### src/rtl/spongent_pkg.sv
// Shared definitions for the SPONGENT round controller: FSM encoding,
// default geometry of the round-constant LFSR, and its feedback taps.
package spongent_pkg;

  typedef enum logic [1:0] {
    ST_IDLE = 2'd0,
    ST_RUN  = 2'd1,
    ST_DONE = 2'd2
  } state_t;

  localparam int DEF_LFSR_W     = 6;
  localparam int DEF_LFSR_INIT  = 'h05;
  localparam int DEF_NUM_ROUNDS = 45;

  // Feedback taps as offsets from LFSR_W: bit[LFSR_W-1] ^ bit[LFSR_W-2]
  localparam int FB_TAP_A_OFS = 1;
  localparam int FB_TAP_B_OFS = 2;

endpackage

### src/rtl/spongent_rc_rev.sv
// Bit reversal of a 16-bit word (out[15-k] = in[k]); pure wiring.
module spongent_rc_rev (
  input  logic [15:0] i_d,
  output logic [15:0] o_d
);

  for (genvar k = 0; k < 16; k++) begin : g_rev
    assign o_d[15-k] = i_d[k];
  end

endmodule

### src/rtl/spongent_round_ctrl.sv
// SPONGENT permutation round controller: sequences NUM_ROUNDS rounds,
// stepping an LFSR round counter each time the datapath accepts a round,
// and presents the round constants rc_lo / rc_hi.
// Optional feature macro: SPONGENT_ROUND_ABORT_EN (adds the abort input).
module spongent_round_ctrl
  import spongent_pkg::*;
#(
  parameter int LFSR_W     = DEF_LFSR_W,
  parameter int LFSR_INIT  = DEF_LFSR_INIT,
  parameter int NUM_ROUNDS = DEF_NUM_ROUNDS
) (
  input  logic        clk,
  input  logic        rst,
  input  logic        start,
  input  logic        dp_ready,
`ifdef SPONGENT_ROUND_ABORT_EN
  input  logic        abort,
`endif
  output logic        busy,
  output logic        round_en,
  output logic [15:0] rc_lo,
  output logic [15:0] rc_hi,
  output logic [7:0]  round_idx,
  output logic        last_round,
  output logic        done
);

  localparam logic [LFSR_W-1:0] LP_INIT = LFSR_W'(LFSR_INIT);
  localparam logic [7:0]        LP_LAST = 8'(NUM_ROUNDS - 1);

  state_t              r_state, w_state_nxt;
  logic [LFSR_W-1:0]   r_lfsr;
  logic [7:0]          r_idx;
  logic                w_run, w_abort, w_adv, w_fb, w_is_last;
  logic [LFSR_W-1:0]   w_lfsr_nxt;
  logic [15:0]         w_lfsr16, w_rev;

`ifdef SPONGENT_ROUND_ABORT_EN
  assign w_abort = abort;
`else
  assign w_abort = 1'b0;
`endif

  assign w_run      = (r_state == ST_RUN);
  assign w_is_last  = (r_idx == LP_LAST);
  // Abort wins over dp_ready so an aborted round never advances the LFSR
  assign w_adv      = w_run && dp_ready && !w_abort;
  assign w_fb       = r_lfsr[LFSR_W-FB_TAP_A_OFS] ^ r_lfsr[LFSR_W-FB_TAP_B_OFS];
  assign w_lfsr_nxt = {r_lfsr[LFSR_W-2:0], w_fb};
  assign w_lfsr16   = 16'(r_lfsr);

  // High constant is the reversed LFSR; upper input byte is zero so [7:0] stay 0
  spongent_rc_rev u_rev (
    .i_d (w_lfsr16),
    .o_d (w_rev)
  );

  // State register
  always_ff @(posedge clk or posedge rst) begin
    if (rst) r_state <= ST_IDLE;
    else     r_state <= w_state_nxt;
  end

  // Next-state logic; start is only looked at in IDLE
  always_comb begin
    w_state_nxt = r_state;
    case (r_state)
      ST_IDLE: if (start) w_state_nxt = ST_RUN;
      ST_RUN: begin
        if (w_abort)                    w_state_nxt = ST_IDLE;
        else if (dp_ready && w_is_last) w_state_nxt = ST_DONE;
      end
      ST_DONE: w_state_nxt = ST_IDLE;
      default: w_state_nxt = ST_IDLE;
    endcase
  end

  // LFSR and round index: load on accepted start, step on each accepted round
  always_ff @(posedge clk or posedge rst) begin
    if (rst) begin
      r_lfsr <= '0;
      r_idx  <= '0;
    end else if (r_state == ST_IDLE && start) begin
      r_lfsr <= LP_INIT;
      r_idx  <= '0;
    end else if (w_adv) begin
      r_lfsr <= w_lfsr_nxt;
      r_idx  <= r_idx + 8'd1;
    end
  end

  assign busy       = w_run;
  assign round_en   = w_run;
  assign rc_lo      = w_run ? w_lfsr16 : 16'h0;
  assign rc_hi      = w_run ? w_rev    : 16'h0;
  assign round_idx  = w_run ? r_idx    : 8'h0;
  assign last_round = w_run && w_is_last;
  assign done       = (r_state == ST_DONE);

endmodule

### config.mk
export PLATFORM = sky130hd
export DESIGN_NAME = spongent_round_ctrl
export DESIGN_NICKNAME = d
export VERILOG_FILES = /design/src/rtl/spongent_pkg.sv /design/src/rtl/spongent_rc_rev.sv /design/src/rtl/spongent_round_ctrl.sv
export SDC_FILE = /design/constraint.sdc
export NUM_CORES = 1
export LEC_CHECK = 0
export ABC_CLOCK_PERIOD_IN_PS = 3200
export CAP_MARGIN = 10
export CORE_AREA = 2 2 61 63
export CTS_CLUSTER_DIAMETER = 150
export CTS_CLUSTER_SIZE = 40
export DETAILED_ROUTE_END_ITERATION = 8
export DIE_AREA = 0 0 63 65
export GPL_ROUTABILITY_DRIVEN = 0
export PLACE_DENSITY = 0.66
export SLEW_MARGIN = 20
export SYNTH_ARGS = -nofsm -noshare
export SYNTH_HDL_FRONTEND = slang
export SYNTH_HIERARCHICAL = 1
export SYNTH_SLANG_ARGS = --single-unit
### constraint.sdc
create_clock -name clk -period 3.2 [get_ports clk]
set_input_delay 0.96 -clock clk [delete_from_list [all_inputs] [get_ports clk]]
set_output_delay 0.96 -clock clk [all_outputs]
set_load 0.01 [all_outputs]
# Word-level counts from Yosys, hierarchy flattened
# Index checks and enable logic that the tools add are counted.
# classes
add_sub_neg	1
n_eq_ne	5
mux	10
bitwise_logic	1
n_reduce_logical	7
# op_table
cell	count
$mux W8	3
$mux W6	3
$mux W16	1
$add A8 B1 Y8 const B	1
$eq A8 B6 Y1 const B	1
$logic_and A1 B1 Y1	4
$mux W2	2
$pmux W2 S2	1
$eq A2 B1 Y1 const B	1
$eq A2 B2 Y1 const B	1
$logic_not A2 Y1	1
$ne A2 B1 Y1 const B	1
$ne A2 B2 Y1 const B	1
$reduce_and A2 Y1	1
$reduce_bool A2 Y1	1
$xor A1 B1 Y1	1
# totals
register_bits	16
inputBits	4
out_inout_bits	44
wordCells	27

# Logic depth before layout (Yosys ltp)
# Gate-level depths: netlist of the first run.
# logic_depth
word_depth	4
mapped_depth	4
mapped_depth_nobuf	4

# Modules after synthesis
# The synthesis of the first run kept the hierarchy.
# modules_own_cells
module	instances	cells_per_inst	area_each_um2	seq_area_each_um2
spongent_round_ctrl	1	118	1043.5	400.4
spongent_rc_rev	1	16	120.1	0.0

# Worst setup path after synthesis of the first run
# No wires, ideal clock.
# synth_path
path_kind	reg2out
from	register r_state[1]
to	output rc_hi[10]
arrival_time_ps	1228
t_required_ps	2240
path_slack_ps	1012
stages_incl_launch_ff	5
n_path_buf	1
path_cell_list	dfrtp_1 > nand2b_1 > inv_2 > clkbuf_1 > and2_1
# synth_via
elab_chain_cells	2
# synth_rtl
item	line	rtl
start: declaration	spongent_round_ctrl.sv:31	state_t r_state, w_state_nxt;
start signal: assignment	spongent_round_ctrl.sv:61	else r_state <= w_state_nxt;
$eq A2 B1 Y1	spongent_round_ctrl.sv:44	assign w_run = (r_state == ST_RUN);
via busy	spongent_round_ctrl.sv:19	output logic busy,
$mux W16	spongent_round_ctrl.sv:95	assign rc_hi = w_run ? w_rev : 16'h0;
end: declaration	spongent_round_ctrl.sv:22	output logic [15:0] rc_hi,
# The timed path passes the listed nets, and every way through them passes these cells.

# Worst setup path after layout of the first run
# layout_path
from	register r_state[1]
to	output rc_lo[1]
# layout_via
elab_chain_cells	2
# layout_rtl
item	line	rtl
$eq A2 B1 Y1	spongent_round_ctrl.sv:44	
$mux W6	spongent_round_ctrl.sv:94	assign rc_lo = w_run ? w_lfsr16 : 16'h0;
end: declaration	spongent_round_ctrl.sv:21	output logic [15:0] rc_lo,
# Every way passes these cells.

==> results of run 1 <==
-- logic make-up after synthesis --
family	count (synthesis)	synth area share, %
muxes	2	1.72
xor gates and xnor gates	2	1.51
adders and majority gates	2	2.15
DFF	16	34.4
buffers and inverters	37	20.6
other	1	0.322
AOI/OAI and AO/OA	15	9.25
and+or+nand+nor	59	30.0
-- critical path, stage by stage (launching register included) --
cell and delay, ps:
dfrtp_1 440, nand2b_1 250, inv_2 320, and2_1 180
clkdlybuf4s50_1 540
-- cells in the final DEF, fill, tap and decap left out --
cell type and instances:
a21o_1 1, a21oi_1 2, a22o_1 4, a2bb2oi_1 1
and2_1 27, and3b_1 1, buf_4 1, clkbuf_4 3
clkbuf_8 1, clkdlybuf4s50_1 27, conb_1 20, dfrtp_1 16
ha_1 2, inv_1 6, inv_2 1, mux2i_1 2
nand2_1 7, nand2b_1 2, nand3_1 2, nand3b_1 1
nand3b_2 1, nand4_1 2, nand4b_1 1, nor2_1 7
nor2b_1 1, nor3_1 1, nor3b_1 1, nor4_1 1
nor4b_1 1, o211ai_1 1, o21ai_0 3, o22a_1 1
o31ai_1 2, or3_1 1, or3b_1 1, or4_1 1
xnor2_1 2
-- per-stage QoR --
step / setup WS [ps] / area, um2 / hold slack, ps / std cells / power (mW)
2_1_floorplan: 1010 / 1230 / 498 / 153 / 0.559
3_3_place_gp: 583 / 1360 / 523 / 199 / 0.687
3_5_place_dp: 540 / 1360 / 533 / 199 / 0.693
4_1_cts: 205 / 1400 / 557 / 203 / 0.829
5_1_grt: 78.6 / 1400 / 575 / 203 / 0.885
6_report: 215 / 1400 / 547 / 203 / 0.824
-- metal layers --
layer	wire length [um]	part of all wire [%]	global-route usage, %
met4	36	1.5	5.00
met5	0	0	0
met1	1060	45	16.2
met2	1110	48	19.0
met3	116	5.0	1.74
-- power by group through the flow --
stage | clock network (mW) | logic, mW | registers, mW
after CTS | 0.137 | 0.385 | 0.308
after detailed placement | 0 | 0.382 | 0.311
after global routing | 0.147 | 0.421 | 0.317
final | 0.135 | 0.381 | 0.308
after global placement | 0 | 0.378 | 0.309
after floorplan | 0 | 0.263 | 0.296
-- layout make-up --
class                      count  area [um2]  share of cell area [%]
tap                           48        60.1                    4.30
multi-input combinational    100         594                    42.6
clock buffer                   4        36.3                    2.60
inverter                       7        26.3                    1.88
sequential                    16         400                    28.7
timing repair buffer          28         278                    19.9
-- worst paths after layout --
kind	startpoint	endpoint	slack (ps)	cells after the start
min reg2reg	r_lfsr[3]	r_lfsr[3]	550	1
max	r_state[1]	rc_lo[1]	220	4
max reg2reg	r_state[1]	r_idx[7]	1710	3
max in group asynchronous	rst	r_state[0]	1780	2
min	r_lfsr[3]	r_lfsr[3]	550	1
min in group asynchronous	rst	r_idx[7]	1030	2
-- state kept, by name (all words and copies together), names as in the netlist --
register	cells
r_state	2
r_idx	8
r_lfsr	6
==> flow_summary.ini, run 1 <==
[synth]
syn_area_um2 = 1160
ys_seq_elements = 16
synth_area_leader_cell = dfrtp_1
yosysUniqueCellTypes = 35
synthFlopType = dfrtp_1
synth_commonest_cells = and2_1 (27), buf_4 (27), dfrtp_1 (16)
syn_inst = 134
ys_warn_count = 6
async_reset_ff_share_pct = 100
synthDominantCellAreaShare_pct = 34.4
syn_avg_cell_area_um2 = 8.68
yosysSeqAreaShare_pct = 34.4
synth.area.top_cells = dfrtp_1 (34%), buf_4 (17%), and2_1 (15%), a22o_1 (3.0%), nand2_1 (2.3%)
synth_edf_count = 0

[placement]
dp_hpwl_um = 1790
port_buffers = 27

[final_layout]
drive_gt1_share_pct = 4.52
antenna_cells = 0
final_util_pct = 39.9
nFillCells = 362
area_growth_pct = 19.9
nNetsFinal = 162

[power_and_ir_drop]
p_clk_share_pct = 16.4
switching_share_pct = 35.5
pwr-share-comb_pct = 46.2
seqPwrFrac_pct = 37.4
power_density_nw_per_um2 = 591
p_int_mw = 0.531
p_switching_mw = 0.293
cellLeakagePower_nw = 0.612
ir_drop_v = 0.000228

[clock_tree]
cts.sinks = 16
insertion_delay_ps = 290
cts-root-buf = clkbuf_4
clk_pin_slew_ps = 100
cts_resized = 0
ctsHoldBuffers = 0
cts_tree = done
cts_buffers = 3
cts_setup_buffers = 0
h-tree-depth = 1
clockBufferDepth = 2

[timing]
relSlewSlack_pct = 61.1
max_freq_mhz = 335
rsz0062_at_grt = false
timing_max_transition_violations_final = 0
setup-tns-final_ps = 0
hold_viol_final = 0
worst_pin_slew_ps = 582
skew_ps = 10.0
min_period_ps = 2980
finalSetupViolations = 0
fin_crit_sh_pct = 93.3

[floorplanning]
fp.dieArea_um2 = 4100
core-area_um2 = 3500
ios = 48
rows = 22
start_util_pct = 33.3
die_w_um = 63
die_h_um = 65

[grt]
grt_pass1_vias = 835
grt_max_degree = 30
grt_pass1_wl_um = 3880
overflow = 0
grt_usage_pct = 12.0
antenna_found_initial = 0

[detailed_routing]
vias = 916
drt-pass1-iter-count = 4
drc = 0
drt-initial-drc-count = 10
drt_wl_total_um = 2320
routedWlPerCell_um = 11.4
drtAntennaViolNets = 0
vias_per_cell = 4.51

[setup_path]
worstPathMaxFanout = 29
start_kind = flop
worst_setup_path_end_kind = output pin
path_class = reg2out
crit_arrival_ps = 2020
cp.required_ps = 2240

[flow_run]
drv_cap = 0

[status]
status = finished clean

[min_path]
min_path_type = reg2reg
Power figures use the tool's default switching activity.
==> inputs of run 2 (changes only) <==
- CORE_AREA: 2 2 61 63 -> 2 2 54 56
- DIE_AREA: 0 0 63 65 -> 0 0 56 58
- PLACE_DENSITY: 0.66 -> 0.82
==> run 2 against run 1 <==
  * Core utilization up 12 points
  * Die area down 21%
  * Sequential share of layout area up 0.44 points
  * Global-route usage up 2.3 points
  * Largest cell class unchanged
  * Hold slack better by 12 ps
  * Cell area down 1.5%
  * Largest power group unchanged
==> flow_summary.ini, run 2 (synthesis gave the netlist of run 1 again) <==
[setup_path]
crit_arrival_ps = 2050
cp.required_ps = 2240
start_kind = flop
worstPathMaxFanout = 6
worst_setup_path_end_kind = output pin
path_class = reg2out

[detailed_routing]
drtAntennaViolNets = 0
drt_wl_total_um = 2260
drt-initial-drc-count = 24
drt-pass1-iter-count = 4
vias = 892
vias_per_cell = 4.80
routedWlPerCell_um = 12.1
drc = 0

[placement]
preCtsSetupSlack_ps = 541
port_buffers = 27
dpl.cell_count = 182
place_area_um2 = 1340
dp_hpwl_um = 1760

[grt]
grt_pass1_vias = 803
grt_pass1_wl_um = 3600
grt_max_degree = 30
antenna_found_initial = 0
grt_usage_pct = 14.3
overflow = 0

[final_layout]
largest_register_ffs = 8
stdcell_count = 186
design_area_um2 = 1370
final_cell_mix = and2_1 (27), clkdlybuf4s50_1 (27), conb_1 (20), dfrtp_1 (16)
antenna_cells = 0
drive_gt1_share_pct = 4.52
area_growth_pct = 18.1
largestRegisters = r_idx: 8 flops, r_lfsr: 6 flops, r_state: 2 flops
final_util_pct = 51.6
nFillCells = 256
regMostFlops = r_idx
nNetsFinal = 162

[clock_tree]
insertion_delay_ps = 290
h-tree-depth = 1
cts_resized = 0
clk_pin_slew_ps = 100
cts-root-buf = clkbuf_4
cts.sinks = 16
clockBufferDepth = 2
cts_setup_buffers = 0
cts_buffers = 3
ctsHoldBuffers = 0
cts_tree = done

[floorplanning]
ios = 48
core-area_um2 = 2660
die_w_um = 56
rows = 19
fp.dieArea_um2 = 3250
start_util_pct = 43.7
die_h_um = 58

[timing]
worst_slack_ps = 194
max_freq_mhz = 333
worst_pin_slew_ps = 595
setup-tns-final_ps = 0
finalSetupViolations = 0
relSlewSlack_pct = 60.3
holdWs_ps = 560
timing_max_transition_violations_final = 0
min_period_ps = 3010
fin_crit_sh_pct = 93.9
hold_viol_final = 0
skew_ps = 5.17
rsz0062_at_grt = false

[flow_run]
drv_cap = 0

[power_and_ir_drop]
totalPowerFinal_mw = 0.825
p_clk_share_pct = 16.2
power_density_nw_per_um2 = 600
switching_share_pct = 35.6
cellLeakagePower_nw = 0.612
seqPwrFrac_pct = 37.5
p_int_mw = 0.531
pwr-share-comb_pct = 46.3
p_switching_mw = 0.294
ir_drop_v = 0.000347

[min_path]
min_path_type = reg2reg

[status]
status = finished clean
## run 2: cell counts in the layout (fill, tap and decap cells not counted)
No cell type changed its count.
## run 2: area by class of cell
class                      count  area, um2  area share (%)
clock buffer                   4       36.3            2.64
inverter                       7       26.3            1.91
multi-input combinational    100        594            43.3
sequential                    16        400            29.1
tap                           31       38.8            2.82
timing repair buffer          28        278            20.2
## run 2: per-layer routing
metal / global-route usage, % / vias to the layer above / routed length, um
li1: - / 440 / -
met3: 1.12 / 4 / 136
met2: 25.2 / 35 / 1160
met5: 0 / - / 0
met4: 8.16 / 0 / 49
met1: 17.2 / 413 / 916
## run 2: power by group through the flow
stage	Combinational, mW	Sequential, mW	Clock (mW)
final	0.381	0.309	0.134
after global routing	0.419	0.319	0.145
after CTS	0.384	0.308	0.136
after detailed placement	0.383	0.313	0
after global placement	0.374	0.305	0
after floorplan	0.263	0.296	0
## run 2: final timing paths
kind / start / end / slack (ps) / depth (start not counted)
setup / recovery: r_idx[4] / last_round / 190 / 4
hold / removal: r_lfsr[1] / r_lfsr[1] / 560 / 1
setup reg to reg: r_state[1] / r_idx[5] / 1740 / 3
hold reg to reg: r_lfsr[1] / r_lfsr[1] / 560 / 1
max in group asynchronous: rst / r_idx[0] / 1780 / 2
min in group asynchronous: rst / r_idx[5] / 1030 / 2
## run 2: critical path, stage by stage, from the launching register on
cell             delay, ps
dfrtp_1                440
nor4b_1                480
nand3_1                170
nor2_1                 110
clkdlybuf4s50_1        550
